==> src/rtl/sync_fifo_param.sv <==
// sync_fifo_param: single-clock FIFO with registered occupancy and flags,
// sticky overflow/underflow, synchronous flush, and a selectable read mode
// (standard registered read, or first-word-fall-through).
module sync_fifo_param #(
  parameter int unsigned D_WIDTH    = 32'd8,
  parameter int unsigned DEPTH      = 32'd16,
  parameter int unsigned AFULL_LVL  = DEPTH - 32'd2,
  parameter int unsigned AEMPTY_LVL = 32'd2,
  parameter int unsigned FWFT       = 32'd0
) (
  input  logic                     clk,
  input  logic                     rst_n,
  input  logic                     clr,
  input  logic                     wr_en,
  input  logic [D_WIDTH-1:0]       data_in,
  input  logic                     rd_en,
  output logic [D_WIDTH-1:0]       data_out,
  output logic                     fifo_full,
  output logic                     fifo_empty,
  output logic                     almost_full,
  output logic                     almost_empty,
  output logic [$clog2(DEPTH):0]   count,
  output logic                     overflow,
  output logic                     underflow
);

  localparam int AW   = $clog2(DEPTH);
  localparam int AWP1 = AW + 1;
  localparam logic [AW:0] AFULL_C  = AWP1'(AFULL_LVL);
  localparam logic [AW:0] AEMPTY_C = AWP1'(AEMPTY_LVL);

  // Storage is deliberately left without reset; data_out never exposes it
  // before it is written because reads are gated by the empty flag.
  logic [D_WIDTH-1:0] mem_r [DEPTH];

  logic [AW:0]        wr_ptr_r;
  logic [AW:0]        rd_ptr_r;
  logic [AW:0]        count_r;
  logic               full_r;
  logic               empty_r;
  logic               afull_r;
  logic               aempty_r;
  logic               overflow_r;
  logic               underflow_r;
  logic [D_WIDTH-1:0] data_out_r;

  logic               wr_acc_s;
  logic               rd_acc_s;
  logic [AW:0]        wr_ptr_nxt_s;
  logic [AW:0]        rd_ptr_nxt_s;
  logic [AW:0]        count_nxt_s;
  logic               full_nxt_s;
  logic               empty_nxt_s;
  logic               afull_nxt_s;
  logic               aempty_nxt_s;
  logic [D_WIDTH-1:0] head_nxt_s;
  logic [D_WIDTH-1:0] dout_nxt_s;

  // Acceptance, next pointers and next-state flags, so flags land on the same edge as the operation
  always_comb begin
    wr_acc_s     = wr_en & ~full_r;
    rd_acc_s     = rd_en & ~empty_r;
    wr_ptr_nxt_s = wr_ptr_r + {{AW{1'b0}}, wr_acc_s};
    rd_ptr_nxt_s = rd_ptr_r + {{AW{1'b0}}, rd_acc_s};
    count_nxt_s  = wr_ptr_nxt_s - rd_ptr_nxt_s;
    empty_nxt_s  = (wr_ptr_nxt_s == rd_ptr_nxt_s);
    full_nxt_s   = (wr_ptr_nxt_s[AW] != rd_ptr_nxt_s[AW]) &&
                   (wr_ptr_nxt_s[AW-1:0] == rd_ptr_nxt_s[AW-1:0]);
    afull_nxt_s  = (count_nxt_s >= AFULL_C);
    aempty_nxt_s = (count_nxt_s <= AEMPTY_C);
  end

  // Next head word for fall-through mode; bypass the write data when the slot being written becomes the head
  always_comb begin
    head_nxt_s = '0;
    if (wr_acc_s && (rd_ptr_nxt_s[AW-1:0] == wr_ptr_r[AW-1:0])) begin
      head_nxt_s = data_in;
    end else begin
      head_nxt_s = mem_r[rd_ptr_nxt_s[AW-1:0]];
    end
  end

  // Next data_out: fall-through shows the head whenever non-empty, standard mode loads on an accepted read
  always_comb begin
    dout_nxt_s = data_out_r;
    if (FWFT != 32'd0) begin
      if (empty_nxt_s) begin
        dout_nxt_s = '0;
      end else begin
        dout_nxt_s = head_nxt_s;
      end
    end else begin
      if (rd_acc_s) begin
        dout_nxt_s = mem_r[rd_ptr_r[AW-1:0]];
      end else begin
        dout_nxt_s = data_out_r;
      end
    end
  end

  // Storage write port; a flush in the same cycle wins over the write
  always_ff @(posedge clk) begin
    if (wr_acc_s && !clr) begin
      mem_r[wr_ptr_r[AW-1:0]] <= data_in;
    end
  end

  // Pointers, occupancy, flags, sticky errors and read data register
  always_ff @(posedge clk or negedge rst_n) begin
    if (!rst_n) begin
      wr_ptr_r    <= '0;
      rd_ptr_r    <= '0;
      count_r     <= '0;
      full_r      <= 1'b0;
      empty_r     <= 1'b1;
      afull_r     <= 1'b0;
      aempty_r    <= 1'b1;
      overflow_r  <= 1'b0;
      underflow_r <= 1'b0;
      data_out_r  <= '0;
    end else if (clr) begin
      wr_ptr_r    <= '0;
      rd_ptr_r    <= '0;
      count_r     <= '0;
      full_r      <= 1'b0;
      empty_r     <= 1'b1;
      afull_r     <= 1'b0;
      aempty_r    <= 1'b1;
      overflow_r  <= 1'b0;
      underflow_r <= 1'b0;
      data_out_r  <= '0;
    end else begin
      wr_ptr_r    <= wr_ptr_nxt_s;
      rd_ptr_r    <= rd_ptr_nxt_s;
      count_r     <= count_nxt_s;
      full_r      <= full_nxt_s;
      empty_r     <= empty_nxt_s;
      afull_r     <= afull_nxt_s;
      aempty_r    <= aempty_nxt_s;
      overflow_r  <= overflow_r | (wr_en & full_r);
      underflow_r <= underflow_r | (rd_en & empty_r);
      data_out_r  <= dout_nxt_s;
    end
  end

  assign data_out     = data_out_r;
  assign fifo_full    = full_r;
  assign fifo_empty   = empty_r;
  assign almost_full  = afull_r;
  assign almost_empty = aempty_r;
  assign count        = count_r;
  assign overflow     = overflow_r;
  assign underflow    = underflow_r;

endmodule

==> config.mk <==
export PLATFORM = sky130hd
export DESIGN_NAME = sync_fifo_param
export DESIGN_NICKNAME = d
export VERILOG_FILES = /design/src/rtl/sync_fifo_param.sv
export SDC_FILE = /design/constraint.sdc
export NUM_CORES = 1
export LEC_CHECK = 0
export CAP_MARGIN = 20
export CELL_PAD_IN_SITES_DETAIL_PLACEMENT = 1
export CELL_PAD_IN_SITES_GLOBAL_PLACEMENT = 1
export CORE_AREA = 2 2 165 135
export DETAILED_ROUTE_END_ITERATION = 10
export DIE_AREA = 0 0 167 137
export PLACE_DENSITY = 0.52
export SKIP_CTS_REPAIR_TIMING = 1
export SLEW_MARGIN = 15
export SYNTH_ARGS = -nofsm -noshare
export SYNTH_HDL_FRONTEND = slang
export SYNTH_SLANG_ARGS = --single-unit
==> constraint.sdc <==
create_clock -name clk -period 2.65 [get_ports clk]
set_input_delay 0.3975 -clock clk [delete_from_list [all_inputs] [get_ports clk]]
set_output_delay 0.3975 -clock clk [all_outputs]
set_load 0.02 [all_outputs]
## Word level (Yosys, flattened, before mapping)

Memory sizes are Yosys's and may differ from the RTL's.
Index checks and enable logic that the tools add are counted.

| storage, ports and cells | value |
|---|---|
| bits in writable memories | 128 |
| input port bits | 13 |
| latch bits | 0 |
| register bits | 29 |
| word-level logic and storage cells | 44 |
| output and inout bits | 19 |
| ROM bits | 0 |
| memories kept | 1 |

Memory list:

| name | depth | width | read ports | clocked after Yosys merged registers in | wr ports | line | source |
|---|---|---|---|---|---|---|---|
| mem_r | 16 | 8 | 1 | 0 | 1 | 34 | `logic [D_WIDTH-1:0] mem_r [DEPTH];` |

| operators by class | value |
|---|---|
| $mul | 0 |
| add/sub/neg operators | 3 |
| reduce and logical (&&, ||, !) cells | 4 |
| order comparisons | 2 |
| mux-type cells | 13 |
| div/mod/pow operators | 0 |
| shift-type cells | 0 |
| bitwise logic cells | 8 |
| equality and inequality tests | 3 |

Operators with widths:

| operator | count |
|---|---|
| 8-bit two-way mux | 2 |
| 5-bit two-way mux | 3 |
| 5-bit by 1-bit adder with 5-bit output | 2 |
| 1-bit two-way mux | 8 |
| 5-bit == test | 1 |
| 5-bit by 4-bit >= comparator with 1-bit output, second input constant | 1 |
| 5-bit by 2-bit <= comparator with 1-bit output, second input constant | 1 |
| 5-bit subtractor | 1 |
| 1-bit AND | 4 |
| 4-bit == test | 1 |
| 1-bit logical AND | 2 |
| 1-bit NOT | 2 |
| 1-bit bitwise OR | 2 |
| 2-bit nonzero test | 1 |
| 1-bit logical NOT | 1 |
| 1-bit != test | 1 |

## Logic depth before layout (Yosys ltp)

Gate-level depths: netlist (run 1).

| depth | value |
|---|---|
| word-level depth | 6 |
| depth in mapped cells | 10 |
| mapped depth without buffers | 10 |

## Worst setup path after synthesis (run 1)

OpenSTA, ideal clock, no wires.

| path | value |
|---|---|
| path type | register to register |
| start point | reg empty_r (netlist: fifo_empty) |
| end point | reg afull_r (netlist: almost_full) |
| clock period less this slack | 2416 ps |
| cell stages (with the launch flop) | 10 |
| library setup time | 135 ps |
| required time | 2515 ps |
| slack | 234 ps |
| arrival time | 2281 ps |
| path buffers | 0 |
| cells stage by stage | dfstp_2 -> and2b_1 -> and2_1 -> ha_1 -> xnor2_1 -> ha_1 -> a21o_1 -> a21oi_1 -> xor2_1 -> o22ai_1 |

| between the ends | value |
|---|---|
| longest elaborated chain between the ends | 6 |

RTL lines:

| item | line | source |
|---|---|---|
| start: declaration | 40 | `logic empty_r;` |
| start signal: assignment | 137 | `empty_r <= empty_nxt_s;` |
| 1-bit NOT | 62 | `rd_acc_s = rd_en & ~empty_r;` |
| 1-bit AND | 62 |  |
| 5-bit by 1-bit adder with 5-bit output | 64 | `rd_ptr_nxt_s = rd_ptr_r + {{AW{1'b0}}, rd_acc_s};` |
| 5-bit subtractor | 65 | `count_nxt_s = wr_ptr_nxt_s - rd_ptr_nxt_s;` |
| 5-bit by 4-bit >= comparator with 1-bit output | 69 | `afull_nxt_s = (count_nxt_s >= AFULL_C);` |
| 1-bit two-way mux | 121 | `end else if (clr) begin` |
| end signal: assignment | 138 | `afull_r <= afull_nxt_s;` |
| end: declaration | 41 | `logic afull_r;` |

No other way between the ends.
A chain may end at the register's enable or synchronous reset.

## Final worst setup path (run 1)

| path | value |
|---|---|
| start point | reg empty_r (netlist: fifo_empty) |
| end point | reg aempty_r (netlist: almost_empty) |

| between the ends | value |
|---|---|
| longest elaborated chain between the ends | 6 |

RTL lines:

| item | line | source |
|---|---|---|
| 1-bit NOT | 62 |  |
| 1-bit AND | 62 |  |
| 5-bit by 1-bit adder with 5-bit output | 64 |  |
| 5-bit subtractor | 65 |  |
| 5-bit by 2-bit <= comparator with 1-bit output | 70 | `aempty_nxt_s = (count_nxt_s <= AEMPTY_C);` |
| 1-bit two-way mux | 121 |  |
| end signal: assignment | 139 | `aempty_r <= aempty_nxt_s;` |
| end: declaration | 42 | `logic aempty_r;` |

No other way between the ends.

==> out/metrics.cfg, run 1 <==
[global_route]
grt_max_degree=33
antenna_found_initial=0
grt_pass1_wl_um=21500
grt_overflow=0
groute.usage.overall_pct=13.1
grt_pass1_vias=3507

[clock_network]
cts-root-buf=clkbuf_16
cts_tree=done
clk_pin_slew_worst_paths_ns=0.07
clock-sinks=157
numCtsBuffers=17
clk_path_buf_depth=2
clock_latency_ns=0.42
htreeDepth=4

[floorplan]
die_h_um=137
start_util_pct=29.6
dieArea_mm2=0.0229
core.rowCount=48
io_pins=32
die_w_um=167
core-area_mm2=0.0212

[route]
firstDrtPassIters=4
drt_iter0_drc=188
wl_met3_um=504
drc=0
ant_nets=0
vias=3196
wl_met1_um=6440
route.met2.wl_um=6720
topRoutingLayerUsed=met4
wire_per_inst_um=19.8
finalWirelength_um=13700
vias_per_cell=4.60

[cells_and_area]
final_util_pct=36.4
n_antenna_cell=0
drive_gt1_share_pct=25.0
fin_nets=428
area_growth_pct=22.8
n_fill_cell=2133

[setup_path]
rr_endpoint=almost_empty
ff2ff_setup_slack_ns=0.17
r2r-start=fifo_empty
reg2reg_depth=9
start_kind=register
cp.required_ns=3.02
worstSetupPathType=reg2reg
worstSetupEndpointType=register
critical_path_peak_fanout=3
crit_arrival_ns=2.85

[logic_synthesis]
synthesis.area_mm2=0.00628
ys_types=38
synth_flop_cell=edfxtp_1
async_flop_share_pct=18.5
avgSynthCellArea_um2=18.6
yosysSeqAreaShare_pct=72.8
synthCells=337
ys_ff_latch=157
syn-num-nets=358
yosysWarnings=0
synth_edf_count=128

[outcome]
outcome=completed

[timing]
finalSetupTns_ns=0
fin_skew_ns=0.0142
fmax_mhz=403
max_slew.worst_pin.slew_ns=0.690
setup_viol=0
grt_setup_unrepaired=false
hold_viol=0
fin_hold_ws_ns=0.365
maxSlewViolCount=0
fin_crit_ns=2.48
period_share_pct=93.6
slew_headroom_pct=53.8
layout_setup_ws_ns=0.169

[placed_design]
dpl.hpwl_um=9030
routabilityCongestion=0.707
dp_worst_setup_slack_ns=-0.145
io_buffers=31

[power]
ir_drop_v=0.000437
switching_share_pct=24.3
internal_power_uw=4480
combPwrFrac_pct=11.1
p_per_area_mw_per_mm2=768
seqPwrFrac_pct=46.8
p_leak_uw=0.00263
clockPowerShare_pct=42.1
netSwitchingPower_uw=1440

[flow_run]
cap_viol_max_count=0

[hold_path]
hp-class=in2async

metrics by stage:
step	cells	cell area [um2]	power, uW
6_report	695	7710	5920
5_1_grt	695	7710	6150
4_1_cts	695	7700	6000
3_5_place_dp	663	7100	3500
3_3_place_gp	663	7100	3490
2_1_floorplan	337	6280	3230
synth_stat cells, types with 5 or more instances:
cell,instances,area [um2]
a21oi_1,12,60.1
buf_2,5,25.0
dfrtp_1,27,676
edfxtp_1,128,3840
ha_1,7,87.6
inv_1,5,18.8
mux2i_1,16,160
mux4_2,29,653
nand3_1,5,25.0
nor2_1,39,146
nor2b_1,5,31.3
o21ai_1,8,40.0
xor2_1,6,52.6
worst max path at each step:
stage,to,startpoint,cells past startpoint,slack [ns]
global placement,fifo_full,wr_en,10,-0.12
detailed placement,almost_full,wr_en,10,-0.14
floorplan,almost_full,fifo_empty,9,0.23
global route,almost_full,fifo_empty,9,0.02
finish,almost_empty,fifo_empty,9,0.17
CTS,almost_empty,fifo_empty,9,0.15
sequential cells by signal, indices dropped and copies added, names as in the netlist:
| name | count |
|---|---|
| fifo_full | 1 |
| overflow | 1 |
| fifo_empty | 1 |
| mem_r | 128 |
| rd_ptr_r | 5 |
| count | 5 |
| underflow | 1 |
| almost_full | 1 |
| data_out | 8 |
| wr_ptr_r | 5 |
| almost_empty | 1 |
power groups by stage:
stage,logic [uW],registers (uW),clock network (uW)
6_report,656,2770,2490
5_1_grt,721,2780,2650
4_1_cts,674,2770,2550
3_5_place_dp,671,2830,0
3_3_place_gp,667,2820,0
2_1_floorplan,362,2870,0
cells by family (layout without fill, tap and decap cells):
kind of cell             Yosys count  count (layout)  synth area share, %
AO/OA/AOI/OAI                     25              25                 2.19
XOR/XNOR                          12              12                 2.03
buffers and inverters             20             103                 2.09
flip-flops                       157             157                 72.8
multiplexers                      48              48                 14.2
AND/OR/NAND/NOR                   67              67                 4.92
adder cells (fa/ha/maj)            8               8                 1.71
metal layers:
metal	track usage, %	vias to the layer above
met5	0	-
met4	4.31	0
met3	3.44	4
met2	21.2	48
met1	17.3	1703
li1	-	1441
layout by cell type (no fill, tap or decap), types with 3 or more instances in the layout:
cell type and n:
o21ai_1 8, buf_4 34, inv_6 3, mux4_1 3, a21oi_1 12, nor2b_1 5, nor2_1 39, mux2i_1 16
xor2_1 6, inv_1 5, ha_1 7, clkinv_4 4, inv_8 4, mux4_2 29, nor3_1 4, nand2_1 4
clkbuf_16 17, edfxtp_1 128, clkdlybuf4s50_1 31, nand2b_1 3, dfrtp_1 26, nand3_1 5
worst max-delay path, stage by stage (launching register included):
cell,delay (ns)
dfstp_2,0.54
and2b_1,0.21
and2_1,0.19
ha_1,0.22
xnor2_2,0.15
ha_1,0.30
a21o_1,0.16
a21oi_1,0.20
xor2_1,0.26
a31o_1,0.19
area by class of cell:
class	instances	area, um2	share of cell area (%)
flip-flops and latches	157	4570	59.3
multi-input cells	160	1580	20.5
repair buffers	66	586	7.60
clock buffers	17	425	5.52
well taps	275	344	4.46
clock inverters	15	179	2.32
inverters	5	18.8	0.244
Note: power is estimated with default switching activity, not from simulation.
==> inputs of run 2 (changes only) <==
ABC_CLOCK_PERIOD_IN_PS = 2650   (was unset)
==> results of run 2 <==
Final layout, timing and power as in run 1 (identical DEF).
==> inputs of run 3 (changes only) <==
CTS_BUF_LIST = sky130_fd_sc_hd__clkbuf_8   (was unset)
HOLD_SLACK_MARGIN = 0.15   (was unset)
SETUP_SLACK_MARGIN = 0.1   (was unset)
==> out/metrics.cfg, run 3 (synthesis gave the netlist of run 1 again) <==
[outcome]
outcome=completed

[setup_path]
critical_path_peak_fanout=3  ; unchanged
crit_path_max_incr_delay_ns=0.55  ; about the same
crit_start=fifo_empty
start_kind=register
cp.required_ns=3.06  ; +0.04 ns
slowest_stage=dfstp_2
worstSetupEndpoint=almost_empty
worstSetupPathType=reg2reg
worstSetupEndpointType=register
rr_endpoint=almost_empty
cp_cell_sequence=and2b_1, and2_1, ha_4, xnor2_2, ha_1, a21o_1, a21oi_2, xor2_1, a31o_1
crit_arrival_ns=2.83  ; -0.02 ns
ff2ff_setup_slack_ns=0.23  ; +0.06 ns
reg2reg_depth=9  ; unchanged
r2r-start=fifo_empty

[power]
power_uw=5290  ; -11%
ir_drop_v=0.000274  ; -37%
p_per_area_mw_per_mm2=702  ; -8.6%
p_leak_uw=0.00254  ; -3.4%

[route]
drt_iter0_drc=171  ; -9.0%
wire_per_inst_um=19.7  ; -0.45%
firstDrtPassIters=4  ; unchanged
vias_per_cell=4.61  ; +0.16%
ant_nets=0  ; unchanged
drc=0  ; unchanged
vias=3201  ; +0.16%
finalWirelength_um=13700  ; -0.45%

[global_route]
groute.usage.overall_pct=12.9  ; -0.20 points
grt_pass1_vias=3477  ; -0.86%
grt_pass1_wl_um=21300  ; -0.99%
antenna_found_initial=0  ; unchanged
grt_overflow=0  ; unchanged
grt_max_degree=33  ; unchanged

[cells_and_area]
n_antenna_cell=0  ; unchanged
largest_reg_flops=128  ; unchanged
area_growth_pct=20.0
layout_commonest_cell=edfxtp_1
finalNonFillerCells=695  ; unchanged
drive_gt1_share_pct=25.5  ; +0.48 points
layout_common_cells=128 x edfxtp_1, 39 x nor2_1, 34 x buf_4, 31 x clkdlybuf4s50_1, 29 x mux4_2
fin_nets=428  ; unchanged

[placed_design]
routabilityCongestion=0.707  ; unchanged
dp_worst_setup_slack_ns=-0.145  ; unchanged
dpl.cell_count=663  ; unchanged
io_buffers=31  ; unchanged
dpl.hpwl_um=9030  ; unchanged

[floorplan]
core.rowCount=48  ; unchanged
start_util_pct=29.6  ; unchanged
die_w_um=167  ; unchanged
die_h_um=137  ; unchanged
io_pins=32  ; unchanged
dieArea_mm2=0.0229  ; unchanged
core-area_mm2=0.0212  ; unchanged

[clock_network]
clk_pin_slew_worst_paths_ns=0.11  ; +0.04 ns
clock_latency_ns=0.46  ; +0.04 ns
htreeDepth=4  ; unchanged
clock-sinks=157  ; unchanged
clk_path_buf_depth=2  ; unchanged
cts_tree=done
cts-root-buf=clkbuf_8
numCtsBuffers=17  ; unchanged

[timing]
layout_setup_ws_ns=0.229  ; +0.0598 ns
period_share_pct=91.4  ; -2.3 points
fmax_mhz=413  ; +2.5%
slew_headroom_pct=55.8  ; +1.9 points
setup_viol=0  ; unchanged
hold_viol=0  ; unchanged
max_slew.worst_pin.slew_ns=0.661  ; -0.0288 ns
fin_crit_ns=2.42  ; -0.0598 ns
fin_skew_ns=0.0181  ; +0.00397 ns
grt_setup_unrepaired=false
maxSlewViolCount=0  ; unchanged

[flow_run]
cap_viol_max_count=0  ; unchanged

[hold_path]
hp-class=in2async

## run 3: cell counts in the layout (fill, tap and decap cells not counted)
No cell type changed its count.
## run 3: stage by stage
| step | utilization (%) | TNS (ns) | area [um2] | hold slack, ns |
|---|---|---|---|---|
| finish | 35.5 | 0 | 7530 | 0.329 |
| CTS | 35.4 | 0 | 7510 | 0.319 |
| detailed placement | 33.5 | -0.433 | 7100 | 0.494 |
| global route | 35.5 | 0 | 7530 | 0.350 |
| global placement | 33.5 | -0.345 | 7100 | 0.485 |
| floorplan | - | 0 | 6280 | 0.102 |
## run 3: final cells by class
cell class,count,area [um2]
clock buffer,17,234
clock inverter,15,179
fill,2151,13700
inverter,5,18.8
multi-input combinational,160,1600
sequential,157,4570
tap,275,344
timing repair buffer,66,586
## run 3: routing by layer
layer / global-route usage (%) / wire length (um)
met5: 0 / 0
met2: 21.2 / 6630
met4: 3.74 / 148
met3: 3.01 / 473
met1: 17.2 / 6430
## run 3: worst min path at each step
| stage | end | slack, ns | depth (start not counted) |
|---|---|---|---|
| 6_report | count[2] | 0.33 | 2 |
| 5_1_grt | count[2] | 0.35 | 2 |
| 4_1_cts | count[2] | 0.32 | 2 |
| 3_5_place_dp | underflow | 0.49 | 2 |
| 3_3_place_gp | underflow | 0.49 | 2 |
| 2_1_floorplan | almost_full | 0.10 | 0 |
## run 3: power breakdown
| part | switching [uW] | internal [uW] | total, uW |
|---|---|---|---|
| logic | 340 | 320 | 660 |
| clock network | 983 | 875 | 1860 |
| registers | 30.9 | 2740 | 2770 |
## run 3: worst max-delay path: cells and delay by family, from the launching register on
family	cells	cell delay, ns
DFF	1	0.55
and+or+nand+nor	2	0.41
AOI/OAI and AO/OA	3	0.51
adders and majority gates	2	0.46
xor gates and xnor gates	2	0.42
